File: src/rtl/dispatch_slot_alloc_if.sv
// ============================================================================
// Module      : dispatch_slot_alloc_if
// Description : Bundle of the decode-side handshake, retire/flush controls and
//               the dispatch register storage write/delete port used by
//               dispatch_slot_alloc.
//               master : decode / retire / storage side (drives in_*, ret_valid,
//                        flush; observes everything the allocator produces)
//               slave  : the allocator itself
//               Optional stall_cnt exists only when DISPATCH_ALLOC_STATS_EN is
//               defined.
// Revision    : 1.0 - initial release
// ============================================================================
`default_nettype none

interface dispatch_slot_alloc_if #(
  parameter int SLOT_W = 4,
  parameter int REG_W  = 5
);
  // decode handshake
  logic              in_valid;
  logic              in_ready;
  logic [REG_W-1:0]  in_rs1;
  logic [REG_W-1:0]  in_rs2;
  logic [REG_W-1:0]  in_rW;
  // retire / flush
  logic              ret_valid;
  logic              flush;
  // storage port
  logic              reg_insert;
  logic [REG_W-1:0]  reg_rs1;
  logic [REG_W-1:0]  reg_rs2;
  logic [REG_W-1:0]  reg_rW;
  logic [SLOT_W-1:0] reg_indexIns;
  logic              reg_delete;
  logic [SLOT_W-1:0] reg_indexDel;
  // status
  logic [SLOT_W:0]   count;
  logic              busy;
`ifdef DISPATCH_ALLOC_STATS_EN
  logic [31:0]       stall_cnt;
`endif

  modport master (
    output in_valid, in_rs1, in_rs2, in_rW, ret_valid, flush,
    input  in_ready, reg_insert, reg_rs1, reg_rs2, reg_rW, reg_indexIns,
    input  reg_delete, reg_indexDel, count, busy
`ifdef DISPATCH_ALLOC_STATS_EN
    , input stall_cnt
`endif
  );

  modport slave (
    input  in_valid, in_rs1, in_rs2, in_rW, ret_valid, flush,
    output in_ready, reg_insert, reg_rs1, reg_rs2, reg_rW, reg_indexIns,
    output reg_delete, reg_indexDel, count, busy
`ifdef DISPATCH_ALLOC_STATS_EN
    , output stall_cnt
`endif
  );

endinterface : dispatch_slot_alloc_if

`default_nettype wire

File: src/rtl/dispatch_slot_alloc.sv
// ============================================================================
// Module      : dispatch_slot_alloc
// Description : Front-end writer for dispatch_reg_storage. Accepts decoded
//               instructions over valid/ready, assigns window slots in strict
//               ring order, drives the storage insert port, and drives the
//               delete port on in-order retire or while draining after a flush.
// Ports       : clock        - system clock, rising edge
//               reset        - asynchronous, active-low reset
//               bus (slave)  - in_valid/in_ready/in_rs1/in_rs2/in_rW,
//                              ret_valid, flush, reg_insert/reg_rs1/reg_rs2/
//                              reg_rW/reg_indexIns, reg_delete/reg_indexDel,
//                              count, busy [, stall_cnt]
// Config      : DISPATCH_ALLOC_STATS_EN - adds a saturating 32-bit stall_cnt
//               counting RUN-state cycles where decode offers but is refused.
// Revision    : 1.0 - initial release
// ============================================================================
`default_nettype none

module dispatch_slot_alloc #(
  parameter int NUM_SLOTS = 16,
  parameter int SLOT_W    = 4,
  parameter int REG_W     = 5
) (
  input  wire logic          clock,
  input  wire logic          reset,
  dispatch_slot_alloc_if.slave bus
);

  localparam logic [0:0]    c_ST_RUN   = 1'b0;
  localparam logic [0:0]    c_ST_DRAIN = 1'b1;
  localparam logic [SLOT_W:0] c_FULL   = (SLOT_W+1)'(NUM_SLOTS);
  localparam logic [SLOT_W:0] c_ONE    = (SLOT_W+1)'(1);

  logic [0:0]        r_state;
  logic [SLOT_W-1:0] r_head;
  logic [SLOT_W-1:0] r_tail;
  logic [SLOT_W:0]   r_count;
  logic              r_insert;
  logic [REG_W-1:0]  r_rs1;
  logic [REG_W-1:0]  r_rs2;
  logic [REG_W-1:0]  r_rW;
  logic [SLOT_W-1:0] r_index_ins;
  logic              r_delete;
  logic [SLOT_W-1:0] r_index_del;

  logic w_run;
  logic w_empty;
  logic w_full;
  logic w_ready;
  logic w_accept;
  logic w_retire;
  logic w_flush_go;
  logic w_drain_del;
  logic w_delete;

  always_comb begin
    w_run       = (r_state == c_ST_RUN);
    w_empty     = (r_count == '0);
    w_full      = (r_count == c_FULL);
    // Reset is folded in so in_ready is low the moment reset asserts,
    // independent of the register clear. Only registered occupancy is used:
    // a retire in this cycle cannot make room for an accept in this cycle.
    w_ready     = reset && w_run && !w_full && !bus.flush;
    w_accept    = bus.in_valid && w_ready;
    // flush outranks retire; a flush on an empty window does nothing.
    w_retire    = bus.ret_valid && w_run && !w_empty && !bus.flush;
    w_flush_go  = bus.flush && w_run && !w_empty;
    // DRAIN is only ever entered with count != 0 and left when it hits 0,
    // so every DRAIN cycle has a slot to delete.
    w_drain_del = !w_run;
    w_delete    = w_retire || w_drain_del;
  end

  always_ff @(posedge clock or negedge reset) begin
    if (!reset) begin
      r_state     <= c_ST_RUN;
      r_head      <= '0;
      r_tail      <= '0;
      r_count     <= '0;
      r_insert    <= 1'b0;
      r_rs1       <= '0;
      r_rs2       <= '0;
      r_rW        <= '0;
      r_index_ins <= '0;
      r_delete    <= 1'b0;
      r_index_del <= '0;
    end else begin
      r_insert <= w_accept;
      if (w_accept) begin
        r_rs1       <= bus.in_rs1;
        r_rs2       <= bus.in_rs2;
        r_rW        <= bus.in_rW;
        r_index_ins <= r_tail;
        r_tail      <= r_tail + SLOT_W'(1);
      end

      r_delete <= w_delete;
      if (w_delete) begin
        r_index_del <= r_head;
        r_head      <= r_head + SLOT_W'(1);
      end

      case ({w_accept, w_delete})
        2'b10:   r_count <= r_count + c_ONE;
        2'b01:   r_count <= r_count - c_ONE;
        default: r_count <= r_count;
      endcase

      if (w_flush_go) begin
        r_state <= c_ST_DRAIN;
      end else if (w_drain_del && (r_count == c_ONE)) begin
        // last slot leaves on this edge; head has caught up with tail
        r_state <= c_ST_RUN;
      end
    end
  end

`ifdef DISPATCH_ALLOC_STATS_EN
  logic [31:0] r_stall_cnt;
  logic        w_stall;

  always_comb begin
    w_stall = bus.in_valid && !w_ready && w_run;
  end

  always_ff @(posedge clock or negedge reset) begin
    if (!reset) begin
      r_stall_cnt <= '0;
    end else if (w_stall && (r_stall_cnt != 32'hFFFF_FFFF)) begin
      r_stall_cnt <= r_stall_cnt + 32'd1;
    end
  end

  assign bus.stall_cnt = r_stall_cnt;
`endif

  assign bus.in_ready     = w_ready;
  assign bus.reg_insert   = r_insert;
  assign bus.reg_rs1      = r_rs1;
  assign bus.reg_rs2      = r_rs2;
  assign bus.reg_rW       = r_rW;
  assign bus.reg_indexIns = r_index_ins;
  assign bus.reg_delete   = r_delete;
  assign bus.reg_indexDel = r_index_del;
  assign bus.count        = r_count;
  assign bus.busy         = (r_state == c_ST_DRAIN);

endmodule : dispatch_slot_alloc

`default_nettype wire

File: src/flat_wrapper.sv
// flat-port wrapper written by rule: the top's interface ports become plain ports
module dispatch_slot_alloc_flat 
#(
  parameter int NUM_SLOTS = 16,
  parameter int SLOT_W    = 4,
  parameter int REG_W     = 5
)
  (clock, reset, bus_in_valid, bus_in_rs1, bus_in_rs2, bus_in_rW, bus_ret_valid, bus_flush, bus_in_ready, bus_reg_insert, bus_reg_rs1, bus_reg_rs2, bus_reg_rW, bus_reg_indexIns, bus_reg_delete, bus_reg_indexDel, bus_count, bus_busy);
  dispatch_slot_alloc_if #(.SLOT_W(SLOT_W), .REG_W(REG_W)) bus_i ();
  input  wire logic clock;
  input  wire logic reset;
  input wire logic [$bits(bus_i.in_valid)-1:0] bus_in_valid;
  input wire logic [$bits(bus_i.in_rs1)-1:0] bus_in_rs1;
  input wire logic [$bits(bus_i.in_rs2)-1:0] bus_in_rs2;
  input wire logic [$bits(bus_i.in_rW)-1:0] bus_in_rW;
  input wire logic [$bits(bus_i.ret_valid)-1:0] bus_ret_valid;
  input wire logic [$bits(bus_i.flush)-1:0] bus_flush;
  output wire logic [$bits(bus_i.in_ready)-1:0] bus_in_ready;
  output wire logic [$bits(bus_i.reg_insert)-1:0] bus_reg_insert;
  output wire logic [$bits(bus_i.reg_rs1)-1:0] bus_reg_rs1;
  output wire logic [$bits(bus_i.reg_rs2)-1:0] bus_reg_rs2;
  output wire logic [$bits(bus_i.reg_rW)-1:0] bus_reg_rW;
  output wire logic [$bits(bus_i.reg_indexIns)-1:0] bus_reg_indexIns;
  output wire logic [$bits(bus_i.reg_delete)-1:0] bus_reg_delete;
  output wire logic [$bits(bus_i.reg_indexDel)-1:0] bus_reg_indexDel;
  output wire logic [$bits(bus_i.count)-1:0] bus_count;
  output wire logic [$bits(bus_i.busy)-1:0] bus_busy;
  assign bus_i.in_valid = bus_in_valid;
  assign bus_i.in_rs1 = bus_in_rs1;
  assign bus_i.in_rs2 = bus_in_rs2;
  assign bus_i.in_rW = bus_in_rW;
  assign bus_i.ret_valid = bus_ret_valid;
  assign bus_i.flush = bus_flush;
  assign bus_in_ready = bus_i.in_ready;
  assign bus_reg_insert = bus_i.reg_insert;
  assign bus_reg_rs1 = bus_i.reg_rs1;
  assign bus_reg_rs2 = bus_i.reg_rs2;
  assign bus_reg_rW = bus_i.reg_rW;
  assign bus_reg_indexIns = bus_i.reg_indexIns;
  assign bus_reg_delete = bus_i.reg_delete;
  assign bus_reg_indexDel = bus_i.reg_indexDel;
  assign bus_count = bus_i.count;
  assign bus_busy = bus_i.busy;
  dispatch_slot_alloc #(.NUM_SLOTS(NUM_SLOTS), .SLOT_W(SLOT_W), .REG_W(REG_W)) u_core (.clock(clock), .reset(reset), .bus(bus_i));
endmodule
File: config.mk
export PLATFORM = sky130hd
export DESIGN_NAME = dispatch_slot_alloc_flat
export DESIGN_NICKNAME = d
export VERILOG_FILES = /design/src/rtl/dispatch_slot_alloc_if.sv /design/src/rtl/dispatch_slot_alloc.sv /design/src/flat_wrapper.sv
export SDC_FILE = /design/constraint.sdc
export NUM_CORES = 1
export LEC_CHECK = 0
export CORE_MARGIN = 2
export CORE_UTILIZATION = 30
export DETAILED_ROUTE_END_ITERATION = 7
export SLEW_MARGIN = 30
export SYNTH_ARGS = -nofsm -noshare
export SYNTH_HDL_FRONTEND = slang
export SYNTH_SLANG_ARGS = --single-unit
File: constraint.sdc
create_clock -name clock -period 3.5 [get_ports clock]
set_input_delay 0.35 -clock clock [delete_from_list [all_inputs] [get_ports clock]]
set_output_delay 0.35 -clock clock [all_outputs]
set_load 0.1 [all_outputs]
==> results.md <==
- Status: finished clean
- Drt wl/cell: 13.1 um
- Gpl congestion: 0.762
- Core Region: 5540 um^2
- Unrepaired setup endpoints after global routing: false
- 1st-iter DRT viols: 51
- Post-Synth XOR/XNOR Area: 0.0455
- Final critical-path required period: 2.56 ns
- CTS tree: yes
- Row count: 27
- WP data required: 3.71 ns
- Post-synth net total: 154
- TritonCTS Buffers: 5
- Avg Cell Area, Syn: 13.6 um^2
- Total GRT Usage: 0.115
- Largest net degree at the start of global routing: 41
- Setup violators final: 0
- Post-route clock period utilization: 0.732
- DRC Markers: 0
- Worst slack, placed: 0.865 ns
- Port buffer count: 51
- Vias in the first global route: 1168
- Root Buffer: clkbuf_8
- Fin Setup TNS: 0 ns
- Area Overhead vs Synth: 38.7%
- Worst reg-to-reg path cell count: 9
- Reg-to-Reg Start: u_core.bus.count[0]$_DFFE_PN0P_
- Area share of the leading cell type in the synthesized netlist: 0.564
- Post-CTS setup buffers: 0
- R2R setup slack: 0.94 ns
- Library cells used by synthesis: 28
- Yosys warnings: 0
- Clk_skew: 0.00387 ns
- Fraction of layout cells with a size suffix above 1: 0.223
- Yosys reg bits: 39
- Adder-Cell Fraction of Synth Area: 0.0506
- Worst Hold Slack: 0.130 ns
- Post-route ant nets: 0
- Initial antenna violation count: 0
- Max-slew violation count: 0
- FF+latch area: 976 um^2
- Io pins: 52
- Commonest cells after routing, fill and taps aside: clkdlybuf4s50_1, dfrtp_1, mux2_2, ha_1, xnor2_1
- Max Cap Viol: 0
- GR Overflow Total: 0
- Post-Synthesis Cell Area: 1730 um^2
- Slew headroom: 0.329
- Starting Density: 0.313
- CTS Hold Bufs: 0
- Fillers: 532
- Vias/cell: 4.60
- Clock Pin Slew Worst Setup and Hold Paths: 0.07 ns
- CP endpoint kind: flip-flop
- Worst min path class: in2async
- Critical Path AT: 2.77 ns
- Mapped Cells: 127
- Post-synthesis mux area share: 0.168
- Main combinational cell family by area after synthesis: multiplexers
- DP Cell Count: 248
- Commonest non-fill, non-tap cell in the layout: clkdlybuf4s50_1
- Critical path type: reg2reg
- Resized Gates After CTS: 0
- Worst-path fanout max: 8
- Slew @ Worst Pin: 1.00 ns
- Final WS setup: 0.938 ns
- Fin nets: 210
- R2r endpoint: u_core.bus.count[3]$_DFFE_PN0P_
- Post-DP HPWL: 2470 um
- Die height: 80.0 um
- Htree depth: 2
- Worst-skew pair later-pin latency: 0.29 ns
- Non-filler cells, final: 256
- Area share of and/or/nand/nor cells after synthesis: 0.105
- Die X: 80.0 um
- Multi-input logic area: 714 um^2
- Startpoint type of the worst setup path: flip-flop
- Drt pass-1 iters: 4
- First-pass GRT wire length: 5660 um
- Clock Sinks: 39
- CTS max path bufs: 2
- Die Area: 6400 um^2
- Detailed Route WL: 3340 um
- Seq/Total Area, Yosys: 0.564
- Fmax: 390 MHz
- Largest area contributor in the netlist: dfrtp_1
- Via count: 1178
- Final hold violations: 0
- Antenna Cells: 0
- Synth area leaders: dfrtp_1, mux2_2, ha_1, xnor2_1, nand4b_1
- Compound-Gate Fraction of Synth Area: 0.0434
[worst max-delay path: stages, from the launching register on]
cell and delay [ns]:
dfrtp_1 0.46, inv_1 0.11, ha_1 0.18, or4b_4 0.50, a21oi_4 0.30, inv_1 0.11, ha_1 0.27, nand4b_1 0.20
a21oi_1 0.18, xor2_1 0.16
[state kept, by name, indices dropped and copies added, names as in the netlist]
register and count:
u_core.bus.reg_indexIns 4, u_core.r_head 4, u_core.bus.reg_rs1 5, u_core.bus.reg_rs2 5
u_core.bus.reg_indexDel 4, u_core.bus.reg_rW 5, u_core.bus.reg_insert 1, u_core.r_tail 4
u_core.bus.count 5, u_core.bus.reg_delete 1, u_core.bus.busy 1
[cell type report]
cell class,count,share of cell area
Clock buffer,5,0.0287
Clock inverter,3,0.00625
Inverter,5,0.00782
Multi-Input combinational cell,79,0.298
Sequential cell,39,0.406
Tap cell,72,0.0375
Timing Repair Buffer,53,0.216
[worst max-delay path by stage]
stage                                          startpoint                               to  slack [ns]  depth (start not counted)
final                     u_core.bus.count[0]$_DFFE_PN0P_  u_core.bus.count[3]$_DFFE_PN0P_        0.94                          9
after floorplan               u_core.bus.busy$_DFFE_PN0P_  u_core.bus.count[3]$_DFFE_PN0P_        0.38                          8
after global placement                      bus_ret_valid  u_core.bus.count[3]$_DFFE_PN0P_        0.94                          8
after detailed placement                        bus_flush  u_core.bus.count[3]$_DFFE_PN0P_        0.86                          8
after global routing      u_core.bus.count[0]$_DFFE_PN0P_  u_core.bus.count[4]$_DFFE_PN0P_        0.75                          9
after CTS                 u_core.bus.count[0]$_DFFE_PN0P_  u_core.bus.count[3]$_DFFE_PN0P_        0.94                          9
[metrics by stage]
| step | instance area (um^2) | utilization |
|---|---|---|
| 2_1_floorplan | 1730 | - |
| 3_3_place_gp | 2320 | 0.418 |
| 3_5_place_dp | 2320 | 0.418 |
| 4_1_cts | 2400 | 0.433 |
| 5_1_grt | 2400 | 0.433 |
| 6_report | 2400 | 0.433 |
[synth_stat cells]
cell type / n
a21oi_4: 1
xor2_1: 3
and3_1: 2
mux2_2: 25
nor3_1: 1
o21ai_0: 4
nand2_1: 4
ha_1: 7
xnor2_1: 6
or4b_2: 1
a21oi_1: 3
o2111ai_1: 1
nor2_1: 2
inv_1: 5
mux2i_1: 1
buf_2: 3
nand4bb_1: 2
nor2b_1: 3
dfrtp_1: 39
nor4b_1: 1
nand2b_1: 3
nand4b_1: 3
a31oi_1: 1
nand3_1: 2
or4b_4: 1
o311ai_0: 1
buf_4: 1
and4bb_2: 1
[logic make-up (layout without fill, tap and decap cells)]
logic type               Yosys count  after routing
XOR/XNOR                           9              9
adder cells (fa/ha/maj)            7              7
AND/OR/NAND/NOR                   26             26
buffers and inverters              9             66
AO/OA/AOI/OAI                     11             11
flip-flops                        39             39
multiplexers                      26             26
[layer usage]
metal | part of all wire | global-route usage | routed length (um) | vias to the layer above
met5 | 0 | 0 | 0 | -
met4 | 0.024 | 0.0559 | 81 | 0
met2 | 0.51 | 0.194 | 1710 | 34
met3 | 0.054 | 0.0317 | 182 | 7
met1 | 0.41 | 0.133 | 1370 | 579
li1 | - | - | - | 558
Power is left out: the tool's default activity adds up to more than one toggle a clock period on the data nets, which glitch-free logic cannot reach.
